**src/rtl/uart_autobaud.sv**
```systemverilog
// uart_autobaud
//   Measures the host's bit period from a 0x55 sync byte on the raw RX pin
//   and presents it as CLKS_PER_BIT to the downstream program-load receiver.
//   The result is only published once the stop bit has started, so the
//   receiver never mistakes data bit 7 for a start bit.
//
// Ports
//   clk_i           system clock
//   rst_ni          asynchronous active-low reset
//   rx_i            raw UART RX pin, asynchronous to clk_i
//   start_i         one-cycle re-arm pulse; clears locked_o / err_o
//   clks_per_bit_o  measured clocks per bit, holds the last good value
//   locked_o        a valid measurement has been captured
//   err_o           the last attempt failed
//   busy_o          a measurement is in progress
module uart_autobaud #(
    parameter int               CNT_W       = 16,
    parameter logic [CNT_W-1:0] DEFAULT_CPB = 16'd868,
    parameter int               IDLE_CLKS   = 32,
    parameter int               MIN_CPB     = 4
) (
    input  logic             clk_i,
    input  logic             rst_ni,
    input  logic             rx_i,
    input  logic             start_i,
    output logic [CNT_W-1:0] clks_per_bit_o,
    output logic             locked_o,
    output logic             err_o,
    output logic             busy_o
);

    localparam int IDLE_W = $clog2(IDLE_CLKS) + 1;
    localparam int TOT_W  = CNT_W + 3;

    typedef enum logic [2:0] {
        S_IDLE,
        S_START,
        S_MEAS,
        S_STOP,
        S_DONE,
        S_ERR
    } state_t;

    state_t             state, state_next;
    logic               rx_meta, rx_sync, rx_prev;
    logic [IDLE_W-1:0]  idle_cnt, idle_cnt_next;
    logic [CNT_W-1:0]   seg_cnt, seg_cnt_next;
    logic [CNT_W-1:0]   ref_len, ref_len_next;
    logic [TOT_W-1:0]   total, total_next;
    logic [2:0]         edge_idx, edge_idx_next;
    logic [CNT_W-1:0]   cpb_meas, cpb_meas_next;
    logic [CNT_W-1:0]   cpb_out, cpb_out_next;
    logic               locked, err;

    logic               rise, fall, any_edge, seg_max;
    logic [CNT_W-1:0]   seg_inc, ref_eff, diff, cpb_calc;
    logic [TOT_W-1:0]   total_sum;
    logic [CNT_W:0]     stop_limit;
    logic               tol_ok, pol_ok;

    assign rise     = rx_sync & ~rx_prev;
    assign fall     = ~rx_sync & rx_prev;
    assign any_edge = rise | fall;
    assign seg_max  = (seg_cnt == {CNT_W{1'b1}});
    assign seg_inc  = seg_max ? seg_cnt : seg_cnt + 1'b1;

    // The first measured segment is the start bit; it becomes the reference,
    // so it is compared against itself and always passes.
    assign ref_eff  = (edge_idx == 3'd0) ? seg_cnt : ref_len;
    assign diff     = (seg_cnt >= ref_eff) ? (seg_cnt - ref_eff) : (ref_eff - seg_cnt);
    assign tol_ok   = (diff <= (ref_eff >> 2));
    // Even-numbered edges leave a low segment, odd ones leave a high segment.
    assign pol_ok   = edge_idx[0] ? fall : rise;

    assign total_sum  = total + TOT_W'(seg_cnt);
    // Eight segments summed: divide by eight with round-to-nearest.
    assign cpb_calc   = CNT_W'((total_sum + TOT_W'(4)) >> 3);
    // Bit 7 may stretch up to 1.5 reference bits before the stop edge is late.
    assign stop_limit = {1'b0, ref_len} + (CNT_W+1)'(ref_len >> 1);

    always_comb begin
        state_next    = state;
        idle_cnt_next = idle_cnt;
        seg_cnt_next  = seg_cnt;
        ref_len_next  = ref_len;
        total_next    = total;
        edge_idx_next = edge_idx;
        cpb_meas_next = cpb_meas;
        cpb_out_next  = cpb_out;

        case (state)
            S_IDLE: begin
                if (rx_sync) begin
                    if (idle_cnt == IDLE_W'(IDLE_CLKS - 1)) begin
                        idle_cnt_next = '0;
                        state_next    = S_START;
                    end else begin
                        idle_cnt_next = idle_cnt + 1'b1;
                    end
                end else begin
                    idle_cnt_next = '0;
                end
            end
            S_START: begin
                if (fall) begin
                    seg_cnt_next  = CNT_W'(1);
                    total_next    = '0;
                    edge_idx_next = '0;
                    state_next    = S_MEAS;
                end
            end
            S_MEAS: begin
                if (any_edge) begin
                    if (!pol_ok || !tol_ok) begin
                        state_next = S_ERR;
                    end else begin
                        if (edge_idx == 3'd0) ref_len_next = seg_cnt;
                        total_next    = total_sum;
                        seg_cnt_next  = CNT_W'(1);
                        edge_idx_next = edge_idx + 3'd1;
                        if (edge_idx == 3'd7) begin
                            cpb_meas_next = cpb_calc;
                            state_next    = S_STOP;
                        end
                    end
                end else if (seg_max) begin
                    // Line stuck: no edge for a full counter range.
                    state_next = S_ERR;
                end else begin
                    seg_cnt_next = seg_inc;
                end
            end
            S_STOP: begin
                if (rise) begin
                    if (cpb_meas < CNT_W'(MIN_CPB)) begin
                        state_next = S_ERR;
                    end else begin
                        cpb_out_next = cpb_meas;
                        state_next   = S_DONE;
                    end
                end else if ({1'b0, seg_cnt} >= stop_limit) begin
                    state_next = S_ERR;
                end else begin
                    seg_cnt_next = seg_inc;
                end
            end
            S_DONE: state_next = S_DONE;
            S_ERR:  state_next = S_ERR;
            default: state_next = S_IDLE;
        endcase

        // Re-arm wins over everything, including a lock in the same cycle.
        if (start_i) begin
            state_next    = S_IDLE;
            idle_cnt_next = '0;
            cpb_out_next  = cpb_out;
        end
    end

    always_ff @(posedge clk_i or negedge rst_ni) begin
        if (!rst_ni) begin
            rx_meta  <= 1'b1;
            rx_sync  <= 1'b1;
            rx_prev  <= 1'b1;
            state    <= S_IDLE;
            idle_cnt <= '0;
            seg_cnt  <= '0;
            ref_len  <= '0;
            total    <= '0;
            edge_idx <= '0;
            cpb_meas <= '0;
            cpb_out  <= DEFAULT_CPB;
            locked   <= 1'b0;
            err      <= 1'b0;
        end else begin
            rx_meta  <= rx_i;
            rx_sync  <= rx_meta;
            rx_prev  <= rx_sync;
            state    <= state_next;
            idle_cnt <= idle_cnt_next;
            seg_cnt  <= seg_cnt_next;
            ref_len  <= ref_len_next;
            total    <= total_next;
            edge_idx <= edge_idx_next;
            cpb_meas <= cpb_meas_next;
            cpb_out  <= cpb_out_next;
            locked   <= (state_next == S_DONE);
            err      <= (state_next == S_ERR);
        end
    end

    assign clks_per_bit_o = cpb_out;
    assign locked_o       = locked;
    assign err_o          = err;
    assign busy_o         = (state == S_START) || (state == S_MEAS) || (state == S_STOP);

endmodule

```
**config.mk**
```make
export PLATFORM = sky130hd
export DESIGN_NAME = uart_autobaud
export DESIGN_NICKNAME = d
export VERILOG_FILES = /design/src/rtl/uart_autobaud.sv
export SDC_FILE = /design/constraint.sdc
export NUM_CORES = 1
export LEC_CHECK = 0
export BUFFER_PORTS_ARGS = -buffer_cell sky130_fd_sc_hd__buf_2
export CAP_MARGIN = 10
export CORE_AREA = 5 5 156 196
export CTS_CLUSTER_SIZE = 20
export DETAILED_ROUTE_END_ITERATION = 10
export DIE_AREA = 0 0 161 201
export HOLD_SLACK_MARGIN = 0.03
export PLACE_DENSITY_LB_ADDON = 0.2
export SLEW_MARGIN = 20
export SYNTH_ARGS = -nofsm -noshare
export SYNTH_HDL_FRONTEND = slang
export SYNTH_SLANG_ARGS = --single-unit
```
**constraint.sdc**
```tcl
create_clock -name clk_i -period 11.3 [get_ports clk_i]
set_clock_uncertainty 0.15 [all_clocks]
set_input_delay 1.13 -clock clk_i [delete_from_list [all_inputs] [get_ports clk_i]]
set_output_delay 1.13 -clock clk_i [all_outputs]
set_load 0.01 [all_outputs]
```
==> results of run 1 <==
## per-stage QoR
step           utilization  instances  worst slack (ps)  instance area [um2]
2_1_floorplan            -        970              5290                 8390
3_5_place_dp         0.308       1322              4450                 8840
5_1_grt              0.319       1338              3770                 9160
4_1_cts              0.319       1338              4410                 9160
3_3_place_gp         0.308       1322              4480                 8840
6_report             0.319       1338              4460                 9160
## layout by cell type (no fill, tap or decap), types with 4 or more instances in the layout
cell       count
a211o_1        5
a211oi_1       8
a21o_1        14
a21oi_1       81
a22o_1        14
a31oi_1       11
and2_1         7
and3_1         8
buf_2         21
buf_4          6
clkbuf_16      9
dfrtp_1       92
dfstp_2        8
fa_1           4
ha_1          99
inv_1         59
mux2_2        22
mux2i_1        7
nand2_1       86
nand2b_1      11
nand3_1       31
nand3b_1       4
nand4_1       13
nor2_1        65
nor2b_1       13
nor3_1        15
nor4_1         6
o211ai_1       9
o21a_1         5
o21ai_0       86
o21bai_1      10
o221ai_1       4
o22a_1         4
o31ai_1       11
or2_2          4
or3_1         15
xnor2_1       27
xor2_1        24
## registers in the layout, indices dropped and copies added (netlist names)
register	flops
err_o	1
total	19
rx_prev	1
edge_idx	3
rx_sync	1
locked_o	1
seg_cnt	16
rx_meta	1
clks_per_bit_o	16
ref_len	16
idle_cnt	6
cpb_meas	16
state	3
## logic make-up after synthesis
kind of cell	count (synthesis)	share of synthesized area
flops	100	0.299
simple gates	296	0.175
xor+xnor	52	0.0552
compound gates	296	0.230
buf+inv	94	0.0461
fa+ha+maj	103	0.157
mux	29	0.0379
## final timing paths
| path | end | slack [ps] | from |
|---|---|---|---|
| max in group asynchronous | seg_cnt[1] | 9220 | rst_ni |
| min in group asynchronous | idle_cnt[4] | 600 | rst_ni |
| worst min-delay path | rx_sync | 210 | rx_meta |
| worst max register to register | seg_cnt[8] | 4460 | edge_idx[0] |
| worst max-delay path | seg_cnt[8] | 4460 | edge_idx[0] |
| worst min register to register | rx_sync | 210 | rx_meta |
## power by group through the flow
stage          Combinational (mW)  Clock [mW]  Sequential (mW)
6_report                    0.158       0.333            0.364
5_1_grt                     0.180       0.363            0.365
4_1_cts                     0.161       0.345            0.364
3_5_place_dp                0.159           0            0.371
3_3_place_gp                0.162           0            0.371
2_1_floorplan               0.113           0            0.370
## cell usage after synthesis (3+ instances only)
| library cell | count |
|---|---|
| a211o_1 | 5 |
| a211oi_1 | 8 |
| a21boi_0 | 3 |
| a21o_1 | 14 |
| a21oi_1 | 82 |
| a22o_1 | 14 |
| a31oi_1 | 11 |
| and2_1 | 7 |
| and3_1 | 8 |
| buf_2 | 3 |
| buf_6 | 4 |
| clkbuf_1 | 26 |
| dfrtp_1 | 92 |
| dfstp_2 | 8 |
| fa_1 | 4 |
| ha_1 | 99 |
| inv_1 | 59 |
| mux2_2 | 22 |
| mux2i_1 | 7 |
| nand2_1 | 86 |
| nand2b_1 | 11 |
| nand3_1 | 31 |
| nand3b_1 | 4 |
| nand4_1 | 13 |
| nand4b_1 | 3 |
| nor2_1 | 65 |
| nor2b_1 | 13 |
| nor3_1 | 15 |
| nor4_1 | 6 |
| o211ai_1 | 9 |
| o21a_1 | 5 |
| o21ai_0 | 86 |
| o21ai_1 | 3 |
| o21bai_1 | 11 |
| o221ai_1 | 4 |
| o22a_1 | 4 |
| o311a_1 | 3 |
| o31ai_1 | 11 |
| or2_2 | 4 |
| or3_1 | 15 |
| xnor2_1 | 27 |
| xor2_1 | 24 |
## layer usage
metal | share of wire | wire length (um) | GRT usage
met4 | 0.016 | 336 | 0.0366
met1 | 0.47 | 10100 | 0.173
met2 | 0.50 | 10800 | 0.240
met5 | 0 | 0 | 0
met3 | 0.014 | 307 | 0.0148
## critical path, stage by stage, from the launching register on
cell and delay [ps]:
dfrtp_1 420, inv_1 60, ha_1 190, nand2b_1 70
buf_4 320, nor2_1 70, a21oi_1 270, inv_1 80
ha_1 480, nand2_1 120, nor2_1 300, nand2_1 110
o21bai_2 890, a211oi_1 90, a31o_2 290, o221ai_1 280
a31oi_1 150, xnor2_1 160, ha_1 320, nand2_1 80
nor2_1 240, nand4_1 270, a22oi_4 340, a211oi_2 110
buf_4 250, or4_1 490, a21oi_1 150
## final cells by class
type / count / area [um2] / area share
clock buffers: 9 / 225 / 0.0246
clock inverters: 7 / 92.6 / 0.0101
multi-input cells: 776 / 5500 / 0.601
well taps: 360 / 450 / 0.0492
flip-flops and latches: 100 / 2510 / 0.274
inverters: 59 / 221 / 0.0242
repair buffers: 27 / 150 / 0.0164
==> results.cfg, run 1 <==
[synthesis]
ys.warnings.count = 0
ys_types = 74
synth_cells = 970
synth_area_leaders = dfrtp_1 27%, ha_1 15%, o21ai_0 5.1%
syn-mean-instance-area_um2 = 8.65
syn_nets = 1077
yosysTopAreaCell = dfrtp_1
async_flop_share = 1.00
syn-cell-area_um2 = 8390
synthFlopType = dfrtp_1
ys_ff_latch = 100
ys_seq_area_frac = 0.299
synth-edff-count = 0
synth.top_cell.area_share = 0.274

[detailed_routing]
vias = 6894
drt_iter0_drc = 239
dr.pass1.iters = 4
antenna_left = 0
drc = 0
wl_per_cell_um = 16.1
routed_wl_um = 21500
vias_per_cell = 5.15

[pwr]
p_clk_frac = 0.389
internal-power_mw = 0.603
p_leak_nw = 4.29
p_comb_frac = 0.185
powerDensity_nw_per_um2 = 93.4
switching_power_mw = 0.253
total_power_mw = 0.855
p_sw_frac = 0.295
p_seq_frac = 0.426
ir_worst_vdd_v = 0.0000723

[finish]
nFillCells = 3058
nets = 1080
drive_gt1_frac = 0.0961
diodes = 0
area_growth_pct = 9.06

[clock_network]
clk_latency_ps = 360
cts_hold_buf = 0
tritoncts.num_buffers = 9
clkTransAtPathRegs_ps = 80
clkSinkCount = 100
cts-resized-gates = 0
postCtsSetupRepairBufs = 0
cts_buffer_depth = 2
htree_num_levels = 3
root_buffer = clkbuf_16
cts_tree = yes

[sta]
period_minus_slack_ps = 6840
period_share = 0.605
max-slew-margin-rel = 0.257
tightest_slew_ps = 1110
hold_viol = 0
drv_slew = 0
timing.hold.ws_ps = 210
final.setup.tns_ps = 0
rsz0062_at_grt = false
final-setup-viol-count = 0
max_freq_ghz = 0.146

[floorplan]
initial_core_util = 0.292
coreArea_um2 = 28700
die_w_um = 161
ios = 23
dieArea_um2 = 32400
die_h_um = 201
rows = 70

[critical_path]
worstSetupStartpointType = flop
setup.worst_path.class = flop to flop
crit_fanout = 33
crit_required_ps = 11430
worst_ep_arrival_time_ps = 6970
r2r_cells = 26
cp-end-kind = flop

[global_route]
antenna_found_initial = 0
grt_pass1_wl_um = 36100
grt_util_all_layers = 0.135
grt_pass1_vias = 6989
grt-ovfl-total = 0
grt_max_degree = 62

[min_path]
holdPathStages = 0
hp-class = flop to flop

[status]
status = completed

[place]
globalplace.congestion = 0.814
hpwlAfterDp_um = 16700
port_buffers = 22

[job]
cap_violations = 0
(Power assumes the default switching activity.)
==> inputs of run 2 (changes only) <==
==> constraint.sdc (replaced) <==
create_clock -name clk_i -period 6.4 [get_ports clk_i]
set_clock_uncertainty 0.15 [all_clocks]
set_input_delay 0.64 -clock clk_i [delete_from_list [all_inputs] [get_ports clk_i]]
set_output_delay 0.64 -clock clk_i [all_outputs]
set_load 0.01 [all_outputs]
==> run 2 against run 1 <==
Design area rose by 2.8%. Worst setup slack got worse by 4000 ps. Count of clock-buffer cells in the layout did not move. Sequential share of layout area fell by 0.74 points. Via count rose by 1.9%. Die area did not move. Routed wire length rose by 4.2%. Critical path type unchanged. Critical endpoint unchanged.
==> results.cfg, run 2 (synthesis gave the netlist of run 1 again) <==
[status]
status = completed

[floorplan]
die_w_um = 161
coreArea_um2 = 28700
initial_core_util = 0.292
dieArea_um2 = 32400
die_h_um = 201
ios = 23
rows = 70

[global_route]
grt_max_degree = 53
antenna_found_initial = 0
grt_util_all_layers = 0.141
grt_pass1_wl_um = 37400
grt_pass1_vias = 7278
grt-ovfl-total = 0

[pwr]
p_seq_frac = 0.418
p_sw_frac = 0.298
powerDensity_nw_per_um2 = 162
p_clk_frac = 0.388
total_power_mw = 1.53
p_comb_frac = 0.194
p_leak_nw = 4.42
switching_power_mw = 0.456
ir_worst_vdd_v = 0.000106
internal-power_mw = 1.07

[critical_path]
crit_required_ps = 6530
critPathMaxStageDelay_ps = 480
setup.worst_path.class = flop to flop
crit_top_cell = a21o_1
slowest_stage = or4_1
worst_ep_arrival_time_ps = 6110
crit_fanout = 30
path_delay_family = compound AO/OA/AOI/OAI gates
critPathBufInv = 5
worstSetupStartpointType = flop
cp-end-kind = flop

[place]
hpwlAfterDp_um = 17800
globalplace.congestion = 0.794
numPlacedInstances = 1346
port_buffers = 22

[finish]
drive_gt1_frac = 0.126
nFillCells = 3030
area_growth_pct = 12.1
largest_reg_flops = 19
final_common_cell = ha_1
mostFrequentLayoutCells = 97 x ha_1, 92 x dfrtp_1, 86 x nand2_1
instances_no_fill = 1364
nets = 1106
diodes = 0
regMostFlops = total

[detailed_routing]
vias = 7028
vias_per_cell = 5.15
wl_per_cell_um = 16.4
routed_wl_um = 22400
drc = 0
dr.pass1.iters = 4
antenna_left = 0
drt_iter0_drc = 295

[clock_network]
htree_num_levels = 3
clk_latency_ps = 360
cts_tree = yes
tritoncts.num_buffers = 9
clkSinkCount = 100
root_buffer = clkbuf_16
cts_hold_buf = 0
clkTransAtPathRegs_ps = 80
cts_buffer_depth = 2

[sta]
rsz0062_at_grt = false
max-slew-margin-rel = 0.352
final.setup.tns_ps = 0
tightest_slew_ps = 965
max_freq_ghz = 0.167
hold_viol = 0
period_share = 0.936
final-setup-viol-count = 0
period_minus_slack_ps = 5990
drv_slew = 0

[job]
cap_violations = 0

[min_path]
hp-class = input pin to asynchronous set/reset pin
## run 2: cell types whose count changed in the layout (fill, tap and decap cells not counted), sizes merged
| cell | previous run | this run |
|---|---|---|
| buf | 27 | 53 |
## run 2: layout make-up
type	instances	area, um2	share of cell area
repair buffers	53	358	0.0380
well taps	360	450	0.0479
clock inverters	7	92.6	0.00984
clock buffers	9	225	0.0239
multi-input cells	776	5550	0.590
flip-flops and latches	100	2510	0.267
inverters	59	221	0.0235
## run 2: worst reg2reg max path: cells and delay by family, from the launching register on
kind	cells	cell delay, ps
adder cells (fa/ha/maj)	3	820
XOR/XNOR	1	180
AO/OA/AOI/OAI	13	2460
flip-flops	1	430
buffers and inverters	5	790
AND/OR/NAND/NOR	6	1070
## run 2: final timing paths
| kind | startpoint | to | slack [ps] | cells after the start |
|---|---|---|---|---|
| setup / recovery | edge_idx[0] | seg_cnt[8] | 410 | 28 |
| hold / removal | rst_ni | total[18] | 150 | 1 |
| setup reg to reg | edge_idx[0] | seg_cnt[8] | 410 | 28 |
| hold reg to reg | rx_meta | rx_sync | 210 | 0 |
| max in group asynchronous | rst_ni | seg_cnt[0] | 4800 | 2 |
| min in group clk_i | rx_meta | rx_sync | 210 | 0 |
## run 2: per-layer routing
metal,vias up,routed length (um),global-route usage
met4,0,544,0.0494
met5,-,0,0
li1,3578,-,-
met3,29,407,0.0152
met1,3334,10100,0.173
met2,87,11400,0.254
## run 2: timing repair
item                       in CTS  in global routing
setup buffers                   0                  2
resized for setup               0                 10
setup endpoints to repair       0                 34
## run 2: stage by stage
step | setup slack (ps) | hold WS (ps) | instance area, um2 | util
after floorplan | 389 | 194 | 8390 | -
after global routing | 7.78 | 202 | 9410 | 0.328
after detailed placement | 234 | 199 | 9030 | 0.314
after global placement | 117 | 196 | 9030 | 0.314
final | 412 | 151 | 9410 | 0.328
after CTS | 179 | 172 | 9350 | 0.325
## run 2: power by group through the flow
| stage | registers (mW) | logic [mW] | clock network [mW] |
|---|---|---|---|
| after floorplan | 0.653 | 0.200 | 0 |
| after global placement | 0.651 | 0.297 | 0 |
| after detailed placement | 0.652 | 0.292 | 0 |
| after CTS | 0.639 | 0.294 | 0.616 |
| after global routing | 0.640 | 0.334 | 0.643 |
| final | 0.639 | 0.297 | 0.593 |
==> inputs of run 3 (changes only) <==
==> constraint.sdc (replaced) <==
create_clock -name clk_i -period 7.5 [get_ports clk_i]
set_clock_uncertainty 0.15 [all_clocks]
set_input_delay 0.75 -clock clk_i [delete_from_list [all_inputs] [get_ports clk_i]]
set_output_delay 0.75 -clock clk_i [all_outputs]
set_load 0.01 [all_outputs]
==> run 3 against run 2 <==
Clock power decreased by 10%. Design area decreased by 2.2%. Die area unchanged. Sequential power decreased by 14%. Register-to-register slack improved by 240 ps. Non-clock buffer count decreased by 21. Final cell count decreased by 1.5%.
==> results.cfg, run 3 (synthesis gave the netlist of run 1 again) <==
[detailed_routing]
antenna_left = 0
drc = 0
vias = 7000
drt_iter0_drc = 260
dr.pass1.iters = 4
wl_per_cell_um = 16.4
routed_wl_um = 22000
vias_per_cell = 5.21

[global_route]
antenna_found_initial = 0
grt_pass1_wl_um = 36700
grt-ovfl-total = 0
grt_pass1_vias = 7155
grt_max_degree = 58
grt_util_all_layers = 0.137

[sta]
period_share = 0.914
max-slew-margin-rel = 0.390
hold_viol = 0
final.setup.tns_ps = 0
rsz0062_at_grt = false
period_minus_slack_ps = 6850
drv_slew = 0
final-setup-viol-count = 0
max_freq_ghz = 0.146
tightest_slew_ps = 908

[clock_network]
root_buffer = clkbuf_16
cts_tree = yes
htree_num_levels = 3
clkSinkCount = 100
cts_hold_buf = 0
cts-resized-gates = 0
cts_buffer_depth = 2
clkTransAtPathRegs_ps = 80
tritoncts.num_buffers = 9
postCtsSetupRepairBufs = 0
clk_latency_ps = 360

[finish]
drive_gt1_frac = 0.101
regMostFlops = total
multi_input_area_um2 = 5500
largest_reg_flops = 19
diodes = 0
instances_no_fill = 1343
nFillCells = 3029
final_common_cell = ha_1
mostFrequentLayoutCells = 99 x ha_1, 92 x dfrtp_1, 86 x nand2_1, 86 x o21ai_0, 81 x a21oi_1
final_util = 0.320
nets = 1085
area_growth_pct = 9.66
seqCellArea_um2 = 2510

[floorplan]
ios = 23
die_w_um = 161
die_h_um = 201
initial_core_util = 0.292
rows = 70
coreArea_um2 = 28700
dieArea_um2 = 32400

[pwr]
ir_worst_vdd_v = 0.000102
p_leak_nw = 4.32
powerDensity_nw_per_um2 = 144

[place]
port_buffers = 22
hpwlAfterDp_um = 17300
globalplace.congestion = 0.805
numPlacedInstances = 1327

[critical_path]
crit_fanout = 30
rr_startpoint = edge_idx[0]
worst_ep_arrival_time_ps = 6980
setup.worst_path.class = flop to flop
cp-end-kind = flop
worstSetupStartpointType = flop
crit_required_ps = 7620
crit_path_start = edge_idx[0]

[status]
status = completed

[min_path]
hp-class = flop to flop
worstHoldStart = rx_meta

[job]
cap_violations = 0
-- run 3: changes by cell type in the layout (fill, tap and decap cells not counted), moves of 2 or more --
cell | previous run | this run
buf_4 | 31 | 11
a21oi_1 | 78 | 81
a21oi_2 | 4 | 1
clkinv_4 | 2 | 0
ha_1 | 97 | 99
-- run 3: through the flow --
stage / setup slack (ps) / hold WS (ps) / area [um2] / power [mW]
5_1_grt: 138 / 210 / 9210 / 1.39
3_5_place_dp: 711 / 197 / 8870 / 0.803
6_report: 647 / 208 / 9210 / 1.32
4_1_cts: 670 / 208 / 9210 / 1.34
3_3_place_gp: 827 / 196 / 8870 / 0.807
2_1_floorplan: 1490 / 195 / 8390 / 0.728
-- run 3: report_power, final --
part	internal (mW)	leakage (nW)	switching (mW)
clock network	0.305	0.164	0.225
registers	0.542	1.37	0.00485
logic	0.101	2.79	0.145
-- run 3: routing by layer --
| metal | track usage | vias up | wire (um) | share of wire |
|---|---|---|---|---|
| met3 | 0.0142 | 23 | 308 | 0.014 |
| met1 | 0.177 | 3383 | 10300 | 0.47 |
| met2 | 0.242 | 62 | 11000 | 0.50 |
| li1 | - | 3532 | - | - |
| met5 | 0 | - | 0 | 0 |
| met4 | 0.0372 | 0 | 361 | 0.016 |
-- run 3: critical path: stages, from the launching register on --
cell,delay [ps]
dfrtp_1,420
inv_1,60
ha_1,190
nand2b_1,620
nor2_1,80
a21oi_1,280
inv_1,80
ha_1,220
fa_1,470
o211ai_1,300
a311oi_1,170
o21bai_2,510
a211oi_1,90
a31o_2,270
o221ai_1,300
a31oi_1,160
xnor2_1,160
ha_1,320
a21oi_1,160
o21ai_0,100
a211oi_1,240
o31ai_1,140
a22oi_4,260
a211oi_2,120
buf_4,250
or4_1,480
a21oi_1,150
-- run 3: layout make-up --
type / instances / area share
clock inverter: 6 / 0.00992
multi-input combinational: 776 / 0.598
timing repair buffer: 32 / 0.0204
clock buffer: 10 / 0.0260
tap: 360 / 0.0489
sequential: 100 / 0.273
inverter: 59 / 0.0241
-- run 3: worst paths after layout --
check	end	slack (ps)	cells after the start
max	seg_cnt[11]	650	26
min	rx_sync	210	0
max reg2reg	seg_cnt[11]	650	26
min reg2reg	rx_sync	210	0
max in group asynchronous	ref_len[10]	5790	2
min in group asynchronous	clks_per_bit_o[15]	230	1
